File: config.mk
export PLATFORM = sky130hd
export DESIGN_NAME = bus_arbiter
export DESIGN_NICKNAME = d
export VERILOG_FILES = /design/src/rtl/bus_arbiter.sv
export SDC_FILE = /design/constraint.sdc
export NUM_CORES = 1
export LEC_CHECK = 0
export ABC_AREA = 1
export BUFFER_PORTS_ARGS = -buffer_cell sky130_fd_sc_hd__buf_2
export CAP_MARGIN = 5
export CORE_AREA = 2 2 154 156
export CTS_BUF_LIST = sky130_fd_sc_hd__clkbuf_4 sky130_fd_sc_hd__clkbuf_8
export CTS_CLUSTER_SIZE = 16
export DETAILED_ROUTE_END_ITERATION = 7
export DIE_AREA = 0 0 156 158
export PLACE_DENSITY = 0.43
export SYNTH_ARGS = -nofsm -noshare
export SYNTH_HDL_FRONTEND = slang
export SYNTH_SLANG_ARGS = --single-unit
export TNS_END_PERCENT = 50
File: constraint.sdc
create_clock -name clk -period 1.4 [get_ports clk]
set_clock_uncertainty 0.05 [all_clocks]
set_input_delay 0.14 -clock clk [delete_from_list [all_inputs] [get_ports clk]]
set_output_delay 0.14 -clock clk [all_outputs]
set_load 0.05 [all_outputs]
File: src/rtl/bus_arbiter.sv
// Fixed-priority (m2 > m0 > m1) single-slave bus arbiter with transaction-locked grant.
// Optional BUSY watchdog enabled by defining ARB_TIMEOUT_EN.
module bus_arbiter #(
  parameter int ADDR_W         = 32,
  parameter int DATA_W         = 32,
  parameter int TIMEOUT_CYCLES = 255
) (
  input  logic              clk,
  input  logic              rst_n,

  input  logic              m0_req_i,
  input  logic [ADDR_W-1:0] m0_addr_i,
  input  logic [DATA_W-1:0] m0_wdata_i,
  input  logic              m0_we_i,
  output logic              m0_ack_o,
  output logic [DATA_W-1:0] m0_rdata_o,

  input  logic              m1_req_i,
  input  logic [ADDR_W-1:0] m1_addr_i,
  input  logic [DATA_W-1:0] m1_wdata_i,
  input  logic              m1_we_i,
  output logic              m1_ack_o,
  output logic [DATA_W-1:0] m1_rdata_o,

  input  logic              m2_req_i,
  input  logic [ADDR_W-1:0] m2_addr_i,
  input  logic [DATA_W-1:0] m2_wdata_i,
  input  logic              m2_we_i,
  output logic              m2_ack_o,
  output logic [DATA_W-1:0] m2_rdata_o,

  output logic              slv_req_o,
  output logic [ADDR_W-1:0] slv_addr_o,
  output logic [DATA_W-1:0] slv_wdata_o,
  output logic              slv_we_o,
  input  logic              slv_ack_i,
  input  logic [DATA_W-1:0] slv_rdata_i,

  output logic              hold_flag_o,
  output logic [1:0]        grant_o,
  output logic              timeout_o
);

  typedef enum logic {
    IDLE = 1'b0,
    BUSY = 1'b1
  } state_e;

  localparam logic [1:0] GRANT_NONE = 2'd3;

  if (TIMEOUT_CYCLES < 1 || TIMEOUT_CYCLES > 255) begin : g_bad_timeout
    $error("bus_arbiter: TIMEOUT_CYCLES must be in 1..255");
  end

  state_e      state_q, state_d;
  logic [1:0]  grant_q, grant_d;
  logic        busy;
  logic        to_fire;
  logic        done;
  logic        rd_done;

  logic              sel_req;
  logic [ADDR_W-1:0] sel_addr;
  logic [DATA_W-1:0] sel_wdata;
  logic              sel_we;
  logic [1:0]        winner;

  assign busy = (state_q == BUSY);

  // NOTE: every signal driven in an always_comb gets a default first, so no
  // path through the case leaves it unassigned and no latch is inferred.
  always_comb begin
    sel_req   = 1'b0;
    sel_addr  = '0;
    sel_wdata = '0;
    sel_we    = 1'b0;
    if (busy) begin
      case (grant_q)
        2'd0: begin
          sel_req   = m0_req_i;
          sel_addr  = m0_addr_i;
          sel_wdata = m0_wdata_i;
          sel_we    = m0_we_i;
        end
        2'd1: begin
          sel_req   = m1_req_i;
          sel_addr  = m1_addr_i;
          sel_wdata = m1_wdata_i;
          sel_we    = m1_we_i;
        end
        2'd2: begin
          sel_req   = m2_req_i;
          sel_addr  = m2_addr_i;
          sel_wdata = m2_wdata_i;
          sel_we    = m2_we_i;
        end
        default: ;
      endcase
    end
  end

  always_comb begin
    if (m2_req_i)      winner = 2'd2;
    else if (m0_req_i) winner = 2'd0;
    else               winner = 2'd1;
  end

`ifdef ARB_TIMEOUT_EN
  localparam logic [7:0] TO_LAST = 8'(TIMEOUT_CYCLES - 1);

  logic [7:0] to_cnt_q, to_cnt_d;

  assign to_fire = busy && !slv_ack_i && (to_cnt_q == TO_LAST);

  // Held at zero in IDLE so every BUSY stretch starts counting from zero.
  always_comb begin
    to_cnt_d = to_cnt_q;
    if (!busy)           to_cnt_d = 8'd0;
    else if (!slv_ack_i) to_cnt_d = to_cnt_q + 8'd1;
  end

  always_ff @(posedge clk or negedge rst_n) begin
    if (!rst_n) to_cnt_q <= 8'd0;
    else        to_cnt_q <= to_cnt_d;
  end
`else
  assign to_fire = 1'b0;
`endif

  always_comb begin
    state_d = state_q;
    grant_d = grant_q;
    case (state_q)
      IDLE: begin
        if (m0_req_i || m1_req_i || m2_req_i) begin
          state_d = BUSY;
          grant_d = winner;
        end
      end
      BUSY: begin
        if (slv_ack_i || to_fire) begin
          state_d = IDLE;
          grant_d = GRANT_NONE;
        end
      end
      default: begin
        state_d = IDLE;
        grant_d = GRANT_NONE;
      end
    endcase
  end

  // NOTE: registered state uses non-blocking assignments so every flop
  // samples the pre-edge values, independent of process ordering.
  always_ff @(posedge clk or negedge rst_n) begin
    if (!rst_n) begin
      state_q <= IDLE;
      grant_q <= GRANT_NONE;
    end else begin
      state_q <= state_d;
      grant_q <= grant_d;
    end
  end

  assign done    = busy && (slv_ack_i || to_fire);
  assign rd_done = busy && slv_ack_i && !sel_we;

  assign slv_req_o   = sel_req && !to_fire;
  assign slv_addr_o  = sel_addr;
  assign slv_wdata_o = sel_wdata;
  assign slv_we_o    = sel_we;

  assign m0_ack_o = done && (grant_q == 2'd0);
  assign m1_ack_o = done && (grant_q == 2'd1);
  assign m2_ack_o = done && (grant_q == 2'd2);

  assign m0_rdata_o = (rd_done && grant_q == 2'd0) ? slv_rdata_i : '0;
  assign m1_rdata_o = (rd_done && grant_q == 2'd1) ? slv_rdata_i : '0;
  assign m2_rdata_o = (rd_done && grant_q == 2'd2) ? slv_rdata_i : '0;

  // Ifetch stalls whenever it asks for the bus and does not currently own it.
  assign hold_flag_o = m1_req_i && !(busy && grant_q == 2'd1);
  assign grant_o     = grant_q;
  assign timeout_o   = to_fire;

endmodule

# Word-level counts from Yosys, hierarchy flattened
# Cells that the tools add are included.
# classes
n_mux	19
n_eq_ne	4
reduce_logical	16
n_bitwise	1
# ops
cell	count
$pmux W32 S3	2
$mux W32	5
$logic_and A1 B1 Y1	10
$mux W2	3
$pmux W1 S3	2
$mux W1	5
$ne A2 B2 Y1 const B	2
$pmux W2 S2	1
$eq A2 B1 Y1 const B	1
$eq A2 B2 Y1 const B	1
$logic_not A1 Y1	2
$logic_not A2 Y1	1
$logic_or A1 B1 Y1	2
$pmux W1 S2	1
$reduce_and A2 Y1	1
$not A1 Y1	1
# word_totals
reg_bits	3
out_inout_bits	169

# Logic depth before layout (Yosys ltp)
# Gate-level depths: netlist of the first run.
# logic_depth
word_depth	7
depth_mapped	8
depth_no_buf	6

# Worst setup path before layout of the first run
# No wires, ideal clock.
# synth_timing
path_kind	register to output
from	register grant_q[1] (netlist: grant_o[1])
to	output port m2_rdata_o[10]
stages_incl_launch_ff	6
slack_ps	-1889
n_path_buf	1
t_required_ps	1210
arrival_ps	3099
cell_sequence	dfstp_2 inv_2 nor3_1 nand2_1 buf_2 nor2_1
# synth_via
elab_chain_len	7
word_cells_on_any_way	9
cone_classes	eq/ne (2); mux (3); reduce/logical (4)
# synth_rtl
item	line	rtl
start: declaration	56	logic [1:0] grant_q, grant_d;
start signal: assignment	161	grant_q <= grant_d;
$eq A2 B2 Y1 (tied with other cells)	78, 179	
$pmux W1 S3	78	case (grant_q)
$mux W1	77	if (busy) begin
$logic_not A1 Y1	166	assign rd_done = busy && slv_ack_i && !sel_we;
$logic_and A1 B1 Y1	166	
$logic_and A1 B1 Y1 (*)	179	assign m2_rdata_o = (rd_done && grant_q == 2'd2) ? slv_rdata_i : '0;
$mux W32 (*)	179	
end: declaration	30	output logic [DATA_W-1:0] m2_rdata_o,
# Every way passes the cells marked *; elsewhere a longest branch is shown, timed or not.

# Worst setup path in the final report of the first run
# layout_timing
from	register grant_q[0] (netlist: grant_o[0])
to	output port m1_rdata_o[16]
# layout_via
elab_chain_len	7
word_cells_on_any_way	9
cone_classes	eq/ne (2); mux (3); reduce/logical (4)
# layout_rtl
item	line	rtl
$eq A2 B2 Y1 (tied with other cells)	78	
$pmux W1 S3	78	
$mux W1	77	
$logic_not A1 Y1	166	
$logic_and A1 B1 Y1	166	
$logic_and A1 B1 Y1 (*)	178	assign m1_rdata_o = (rd_done && grant_q == 2'd1) ? slv_rdata_i : '0;
$mux W32 (*)	178	
end: declaration	23	output logic [DATA_W-1:0] m1_rdata_o,
# Marks and branches as above.

==> results of run 1 <==
==> cells by family (layout without fill, tap and decap cells) <==
| logic type | after synthesis | after routing | synth area share (%) |
|---|---|---|---|
| flip-flops | 3 | 3 | 3.20 |
| other | 1 | 1 | 0.155 |
| buffers and inverters | 144 | 591 | 23.6 |
| AO/OA/AOI/OAI | 5 | 5 | 1.03 |
| AND/OR/NAND/NOR | 441 | 441 | 72.0 |
==> path summary, 6_finish.rpt <==
check / to / slack [ps] / start / cells after the start
max: m1_rdata_o[16] / -700 / grant_o[0] / 8
min: grant_o[1] / 150 / m2_req_i / 3
max in group asynchronous: grant_o[0] / 900 / rst_n / 2
min reg2reg: grant_o[1] / 580 / grant_o[1] / 2
max reg2reg: grant_o[1] / 100 / busy / 6
min in group asynchronous: busy / 210 / rst_n / 2
==> placed cells by master (no fill, tap or decap) <==
master         Yosys  final
nor2_1           102      1
dfstp_4            0      2
nor2_2             0      1
buf_12             0     31
buf_6              0    104
buf_2             23    234
dfrtp_2            0      1
nand3_2            0     46
and2_1             1      1
o21ai_1            0      2
conb_1             1      1
clkbuf_16          0     11
nor2_4             0    100
buf_8              0     74
clkbuf_8           0      3
nand2_1          267    190
nand2_8            0      4
nand2_2            0     40
inv_2              1     28
buf_4              1     27
o21ai_0            3      1
nor3_4             0      2
dlygate4sd3_1      0      1
nand2_4            0     33
inv_1            104     75
inv_4              0      2
a21oi_1            2      1
a21oi_2            0      1
clkbuf_4           0      1
nand3_1           69     23
==> power by group through the flow <==
stage / logic (mW) / clock network [mW] / registers (mW)
after floorplan: 2.48 / 0 / 0.162
after global placement: 3.81 / 0 / 0.137
after detailed placement: 3.81 / 0 / 0.137
after CTS: 4.13 / 0.277 / 0.139
after global routing: 5.63 / 0.287 / 0.144
final: 5.32 / 0.276 / 0.141
==> flip-flops by register name (all words and copies together), names as in the netlist <==
signal,flops
busy,1
grant_o,2
==> Yosys cell counts <==
master | number | area [sq um]
buf_2 | 23 | 115
clkbuf_1 | 10 | 37.5
inv_1 | 104 | 390
and2_1 | 1 | 6.26
o21ai_0 | 3 | 15.0
buf_1 | 5 | 18.8
conb_1 | 1 | 3.75
a21oi_1 | 2 | 10.0
inv_2 | 1 | 3.75
nor2_1 | 102 | 383
nand2_1 | 267 | 1000
nand3_1 | 69 | 345
nor3_1 | 2 | 10.0
dfstp_2 | 2 | 52.6
dfrtp_1 | 1 | 25.0
buf_4 | 1 | 7.51
==> repair_timing <==
item                       in CTS  in global routing
setup endpoints to repair     169                169
resized for setup             243                395
pin swaps                       5                 33
gates cloned                    0                 15
hold endpoints to repair        3                  0
buffers inserted                4                 17
hold buffers                    1                  0
==> area by class of cell <==
class | instances | area share [%]
repair buffers | 482 | 52.7
multi-input cells | 447 | 36.9
inverters | 105 | 4.61
well taps | 290 | 4.19
flip-flops and latches | 3 | 0.997
clock buffers | 4 | 0.564
==> routing by layer <==
metal	routed length (microns)	GRT usage [%]
met5	0	0
met3	1400	2.22
met4	184	1.79
met2	11100	25.8
met1	7710	14.1
==> critical path: cells and delay by family (launching register included) <==
kind          cells  cell delay [ps]
buf+inv           4              500
simple gates      4              540
flops             1              650
==> through the flow <==
step / worst slack, ps / TNS [ps] / cell area (sq um) / hold slack [ps]
finish: -704 / -101650 / 8660 / 146
CTS: -685 / -103700 / 6890 / 156
detailed placement: -539 / -79650 / 6040 / -109
global placement: -526 / -77910 / 6040 / -109
floorplan: -741 / -99390 / 3330 / -206
global route: -780 / -112780 / 8660 / 148
==> impl_metrics.csv, run 1 <==
group,metric,value,unit
power,p_switching,3.24,mW
global_routing,grt_usage,12.8,%
global_routing,grt_first_pass_wirelength,25500,microns
clock_tree,h-tree-depth,1,
finish,layout.area.seq,86.3,sq um
synthesis,postSynthAreaPerCell,4.08,sq um
finish,num_antenna_cells,0,
sta,final-setup-viol-count,166,
critical_path,crit_top_cell,"nor2_4",
critical_path,slowest_stage,"dfstp_4",
power,p_total,5.74,mW
global_routing,antenna_found_initial,0,
global_routing,grt-ovfl-total,0,
finish,multi_input_comb_area,3200,sq um
synthesis,yosysSeqAreaShare,3.20,%
detailed_routing,vias,5341,
power,pwr-share-comb,92.7,%
global_routing,grt_pass1_vias,4940,
clock_tree,cts.path.max_buffers,2,
critical_path,critPathMaxFanout,9,
placement,placed_cells,1290,
detailed_routing,via_per_inst,4.01,
clock_tree,clkLatencyLatePin,220,ps
global_routing,grt_max_degree,42,
detailed_routing,wire_per_inst,15.3,microns
placement,gp_congestion,0.778,
power,seq_power_share,2.5,%
floorplan,row_count,56,
outcome,violations,"setup timing",
finish,final_nets,1275,
critical_path,criticalPathCategory,"flop to primary output",
synthesis,synth_cells,594,
floorplan,core,23100,sq um
sta,timing.final.crit_share,150,%
floorplan,start_util,10.5,%
finish,fillers,2419,
sta,hold_viol,0,
power,ir_drop,0.294,mV
synthesis,synth_seq_cells,3,
floorplan,design.portCount,402,
detailed_routing,first_pass_iters,4,
clock_tree,cts_tree,"yes",
sta,rsz0062_at_grt,"yes",
flow_run,drv_cap,0,
power,p_int,2.50,mW
floorplan,die_h,158,microns
power,p_leak,4.83,nW
detailed_routing,drtIter0Drc,170,
critical_path,end_kind,"primary output",
critical_path,startpoint_type,"flop",
synthesis,synth_area,2430,sq um
power,powerDensity,663,nW/um^2
floorplan,dieArea,24600,sq um
critical_path,arrival,1910,ps
sta,finalWorstSetupSlack,-704,ps
synthesis,synth_warnings,0,
clock_tree,cts_num_sinks,3,
outcome,status,"complete, but fails checks",
placement,io_buffers,400,
critical_path,critPathRequiredTime,1210,ps
detailed_routing,drc,0,
critical_path,crit_chain,"inv_4 -> nor2_4 -> inv_2 -> nor2_4 -> nand2_8 -> clkbuf_16 -> nor2_4 -> buf_6",
hold_path,hold_path_class,"primary input to flop",
detailed_routing,ant_nets,0,
placement,dpl.hpwl,14400,microns
clock_tree,cts_buffers,3,
detailed_routing,wirelength,20400,microns
synthesis,ys_types,16,
power,pwr-share-clk,4.8,%
synthesis,synth_fp_nets,827,
clock_tree,clkSlewWorstSetupHoldPaths,30,ps
critical_path,slowest_delay,650,ps
sta,maxSlewViolCount,0,
clock_tree,root_buffer,"clkbuf_8",
floorplan,die-width,156,microns
finish,area_growth,257,%
finish,stdcell_count,1331,
finish,drive_gt1_share,71.6,%
power,swShare,56.5,%
sta,max_freq,0.475,GHz
finish,final_core_util,37.6,%
sta,fin_crit,2100,ps
No activity file was read; power rests on OpenSTA's default activity.
==> run 2: changes to the inputs <==
--- a/config.mk
+++ b/config.mk
@@ -8,12 +8,15 @@
 export ABC_AREA = 1
 export BUFFER_PORTS_ARGS = -buffer_cell sky130_fd_sc_hd__buf_2
 export CAP_MARGIN = 5
-export CORE_AREA = 2 2 154 156
+export CELL_PAD_IN_SITES_DETAIL_PLACEMENT = 0
+export CELL_PAD_IN_SITES_GLOBAL_PLACEMENT = 1
+export CORE_AREA = 2 2 157 159
 export CTS_BUF_LIST = sky130_fd_sc_hd__clkbuf_4 sky130_fd_sc_hd__clkbuf_8
 export CTS_CLUSTER_SIZE = 16
 export DETAILED_ROUTE_END_ITERATION = 7
-export DIE_AREA = 0 0 156 158
-export PLACE_DENSITY = 0.43
+export DIE_AREA = 0 0 159 161
+export PLACE_DENSITY = 0.69
+export SLEW_MARGIN = 20
 export SYNTH_ARGS = -nofsm -noshare
 export SYNTH_HDL_FRONTEND = slang
 export SYNTH_SLANG_ARGS = --single-unit
==> impl_metrics.csv, run 2 (same netlist as run 1, synthesis figures left out) <==
group,metric,value,unit
global_routing,grt-ovfl-total,0,
floorplan,row_count,57,
sta,rsz0062_at_grt,"yes",
finish,drive_gt1_share,61.5,%
power,ir_drop,0.290,mV
sta,hold_viol,0,
power,p_switching,2.96,mW
detailed_routing,drc,0,
detailed_routing,wirelength,19700,microns
placement,dpl.hpwl,13700,microns
floorplan,die_h,161,microns
power,swShare,58.2,%
hold_path,hold_path_class,"primary input to flop",
placement,io_buffers,400,
detailed_routing,wire_per_inst,14.7,microns
sta,final-setup-viol-count,166,
global_routing,grt_usage,13.0,%
finish,final_nets,1249,
placement,placed_area,5960,sq um
detailed_routing,via_per_inst,3.86,
sta,maxSlewViolCount,0,
floorplan,dieArea,25600,sq um
sta,fin_crit,2070,ps
critical_path,critPathRequiredTime,1210,ps
clock_tree,h-tree-depth,1,
clock_tree,clkLatencyLatePin,220,ps
sta,max_freq,0.484,GHz
clock_tree,cts_num_sinks,3,
clock_tree,root_buffer,"clkbuf_8",
floorplan,design.portCount,402,
floorplan,die-width,159,microns
power,p_int,2.13,mW
flow_run,drv_cap,0,
outcome,status,"complete, but fails checks",
finish,largest_reg_flops,2,
sta,finalWorstSetupSlack,-665,ps
finish,num_antenna_cells,0,
sta,finalHoldWorstSlack,185,ps
power,pwr-share-clk,5.4,%
detailed_routing,vias,5173,
power,powerDensity,657,nW/um^2
power,p_leak,4.26,nW
finish,stdcell_count,1339,
clock_tree,cts.path.max_buffers,2,
detailed_routing,drtIter0Drc,247,
finish,final_common_cell,"nand2_1",
clock_tree,cts_buffers,3,
finish,fin_area,7750,sq um
detailed_routing,ant_nets,0,
clock_tree,clkSlewWorstSetupHoldPaths,30,ps
clock_tree,cts_tree,"yes",
floorplan,start_util,10.1,%
power,pwr-share-comb,92.0,%
critical_path,critPathMaxFanout,8,
global_routing,antenna_found_initial,1,
critical_path,end_kind,"primary output",
floorplan,core,24000,sq um
critical_path,arrival,1880,ps
global_routing,grt_pass1_vias,5039,
critical_path,criticalPathCategory,"flop to primary output",
critical_path,startpoint_type,"flop",
global_routing,grt_first_pass_wirelength,26800,microns
outcome,violations,"setup timing",
finish,final_cell_mix,"nand2_1, buf_2, buf_6",
placement,placed_cells,1315,
detailed_routing,first_pass_iters,4,
finish,fillers,2558,
sta,timing.final.crit_share,148,%
finish,area_growth,219,%
power,seq_power_share,2.7,%
global_routing,grt_max_degree,69,
placement,gp_congestion,0.789,
-- run 2: cell types whose count changed in the layout (fill, tap and decap cells not counted), sizes merged --
cell,previous run,this run
buf,470,447
clkbuf,15,12
-- run 2: path summary, 6_finish.rpt --
check	to	cells after the start	from	slack (ps)
setup / recovery	m2_rdata_o[22]	8	grant_o[1]	-670
hold / removal	grant_o[1]	3	m2_req_i	190
setup reg to reg	grant_o[1]	7	busy	10
hold reg to reg	grant_o[0]	3	grant_o[0]	670
max in group asynchronous	grant_o[1]	2	rst_n	840
min in group asynchronous	busy	2	rst_n	270
-- run 2: routing by layer --
| metal | track usage (%) | up-vias | routed length [microns] |
|---|---|---|---|
| met1 | 13.9 | 2318 | 7480 |
| met4 | 3.26 | 2 | 375 |
| met5 | 0 | - | 13 |
| li1 | - | 2573 | - |
| met2 | 25.6 | 258 | 10500 |
| met3 | 2.85 | 22 | 1320 |
-- run 2: worst max-delay path, stage by stage (launching register included) --
cell	delay, ps
dfstp_4	650
inv_4	50
nand3_1	80
nand3_2	100
nand2_4	150
nand2_4	140
clkbuf_16	220
nor2_4	100
buf_6	160
-- run 2: cell type report --
cell class	count	area [sq um]	share of cell area, %
multi-input combinational	447	2730	35.2
clock buffer	4	48.8	0.630
inverter	105	399	5.15
tap	324	405	5.23
sequential	3	86.3	1.11
timing repair buffer	456	4080	52.7
-- run 2: power by group through the flow --
stage	combinational, mW	sequential (mW)	clock [mW]
floorplan	2.48	0.162	0
global route	4.95	0.139	0.293
finish	4.69	0.136	0.273
detailed placement	3.70	0.134	0
global placement	3.71	0.133	0
CTS	4.17	0.136	0.278
-- run 2: what timing repair did --
item / 4_1_cts / 5_1_grt
gates cloned: 2 / 8
setup endpoints to repair: 169 / 171
hold buffers: 1 / 0
pin swaps: 3 / 13
buffers inserted: 4 / 6
endpoints found under the hold margin: 3 / 0
gates resized for setup: 302 / 153
-- run 2: metrics by stage --
stage	power, mW	setup WS [ps]	util (%)	setup TNS, ps
final	5.09	-665	32.3	-98630
after global routing	5.38	-762	32.3	-114430
after CTS	4.59	-661	29.4	-99500
after detailed placement	3.84	-517	24.9	-73470
after global placement	3.84	-503	24.9	-72270
after floorplan	2.64	-741	-	-99390
==> run 3: changes to the inputs <==
--- a/config.mk
+++ b/config.mk
@@ -7,15 +7,15 @@
 export LEC_CHECK = 0
 export ABC_AREA = 1
 export BUFFER_PORTS_ARGS = -buffer_cell sky130_fd_sc_hd__buf_2
-export CAP_MARGIN = 5
 export CELL_PAD_IN_SITES_DETAIL_PLACEMENT = 0
 export CELL_PAD_IN_SITES_GLOBAL_PLACEMENT = 1
-export CORE_AREA = 2 2 157 159
+export CORE_AREA = 2 2 156 158
 export CTS_BUF_LIST = sky130_fd_sc_hd__clkbuf_4 sky130_fd_sc_hd__clkbuf_8
 export CTS_CLUSTER_SIZE = 16
 export DETAILED_ROUTE_END_ITERATION = 7
-export DIE_AREA = 0 0 159 161
-export PLACE_DENSITY = 0.69
+export DIE_AREA = 0 0 158 160
+export PLACE_DENSITY = 0.67
+export RECOVER_POWER = 100
 export SLEW_MARGIN = 20
 export SYNTH_ARGS = -nofsm -noshare
 export SYNTH_HDL_FRONTEND = slang
==> constraint.sdc (replaced) <==
create_clock -name clk -period 2.24 [get_ports clk]
set_clock_uncertainty 0.05 [all_clocks]
set_input_delay 0.224 -clock clk [delete_from_list [all_inputs] [get_ports clk]]
set_output_delay 0.224 -clock clk [all_outputs]
set_load 0.05 [all_outputs]
==> impl_metrics.csv, run 3 (same netlist as run 1, synthesis figures left out) <==
group,metric,value,unit
floorplan,row_count,57,
finish,final_cell_mix,"buf_2, nand2_1, inv_1",
sta,maxSlewViolCount,0,
detailed_routing,wire_per_inst,12.5,microns
sta,max_freq,0.459,GHz
sta,finalHoldWorstSlack,252,ps
clock_tree,root_buffer,"clkbuf_8",
outcome,status,"finished, final reports clean",
detailed_routing,wirelength,16300,microns
clock_tree,cts_num_sinks,3,
floorplan,start_util,10.2,%
power,p_total,2.58,mW
clock_tree,clkLatencyLatePin,220,ps
clock_tree,clkSlewWorstSetupHoldPaths,30,ps
finish,num_antenna_cells,0,
clock_tree,cts_tree,"yes",
clock_tree,cts.path.max_buffers,2,
clock_tree,h-tree-depth,1,
global_routing,grt_max_degree,70,
detailed_routing,wl_met2,8650,microns
detailed_routing,drc,0,
global_routing,antenna_found_initial,0,
placement,io_buffers,400,
detailed_routing,via_per_inst,3.77,
power,ir_drop,0.240,mV
finish,largest_reg_flops,2,
sta,worst_pin_slew,653,ps
floorplan,dieArea,25300,sq um
sta,fin_crit,2180,ps
detailed_routing,top_layer_used,"met4",
flow_run,drv_cap,0,
critical_path,critPathRequiredTime,1970,ps
detailed_routing,wl_met3,1400,microns
sta,rsz0062_at_grt,"yes",
floorplan,core,23800,sq um
global_routing,grt_first_pass_wirelength,23300,microns
hold_path,hold_path_class,"primary input to flop",
sta,fin_tns_setup,0,ps
sta,final-setup-viol-count,0,
floorplan,die-width,158,microns
detailed_routing,drtIter0Drc,143,
finish,final_common_cell,"buf_2",
critical_path,criticalPathCategory,"flop to primary output",
detailed_routing,ant_nets,0,
placement,gp_congestion,0.822,
critical_path,startpoint_type,"flop",
global_routing,grt_pass1_vias,4599,
global_routing,grt-ovfl-total,0,
detailed_routing,vias,4923,
clock_tree,cts_buffers,3,
critical_path,arrival,1900,ps
global_routing,grt_usage,11.5,%
detailed_routing,first_pass_iters,4,
finish,final_nets,1216,
floorplan,die_h,160,microns
critical_path,end_kind,"primary output",
power,p_leak,3.76,nW
finish,final_core_util,25.6,%
finish,area_growth,151,%
sta,hold_viol,0,
finish,drive_gt1_share,51.6,%
floorplan,design.portCount,402,
sta,slew_headroom,56.7,%
sta,timing.final.crit_share,97.2,%
placement,dpl.hpwl,12900,microns
detailed_routing,wl_met1,5940,microns
power,powerDensity,424,nW/um^2
critical_path,critPathMaxFanout,8,
## run 3: worst paths after layout
check | depth (start not counted) | to | slack [ps] | from
max | 8 | m2_rdata_o[22] | 60 | grant_o[1]
min | 3 | grant_o[1] | 250 | m2_req_i
max reg2reg | 5 | grant_o[1] | 900 | busy
min reg2reg | 2 | grant_o[0] | 590 | grant_o[0]
max in group asynchronous | 2 | grant_o[1] | 1550 | rst_n
min in group asynchronous | 2 | busy | 340 | rst_n
## run 3: through the flow
step                area, sq um  setup slack [ps]  std cells
floorplan                  2960              -182        594
global placement           5530               167       1294
detailed placement         5530               145       1294
CTS                        5750              1.56       1300
global route               6090             -33.1       1306
finish                     6090              61.6       1306
## run 3: cell type report
class                   instances  area [sq um]
clock buffers                   4          48.8
fillers                      2727         17700
inverters                     105           397
multi-input cells             447          2310
flip-flops and latches          3          86.3
well taps                     324           405
repair buffers                423          2840
## run 3: per-layer routing
| layer | vias to the layer above | global-route usage [%] |
|---|---|---|
| li1 | 2502 | - |
| met1 | 2143 | 11.9 |
| met5 | - | 0 |
| met4 | 0 | 2.38 |
| met3 | 17 | 1.90 |
| met2 | 261 | 23.7 |
## run 3: where the power goes
part           leakage (nW)  switching [mW]  internal, mW  total (mW)
combinational          3.70            1.60         0.733        2.33
sequential           0.0317          0.0141        0.0688      0.0829
clock                0.0262          0.0362         0.133       0.170
## run 3: timing repair
action                     in CTS  in global routing
gates cloned                    0                  2
setup endpoints to repair      95                143
setup buffers                   1                  4
hold buffers                    1                  0
pin swaps                       1                  4
gates resized for setup        60                103
hold endpoints to repair        3                  0
## run 3: critical path, stage by stage (launching register included)
cell and delay (ps):
dfstp_4 650, inv_2 70, nand3_1 70, nand3_1 100
nand2_2 140, nand2_4 90, buf_4 220, nor2_4 90
buf_2 260
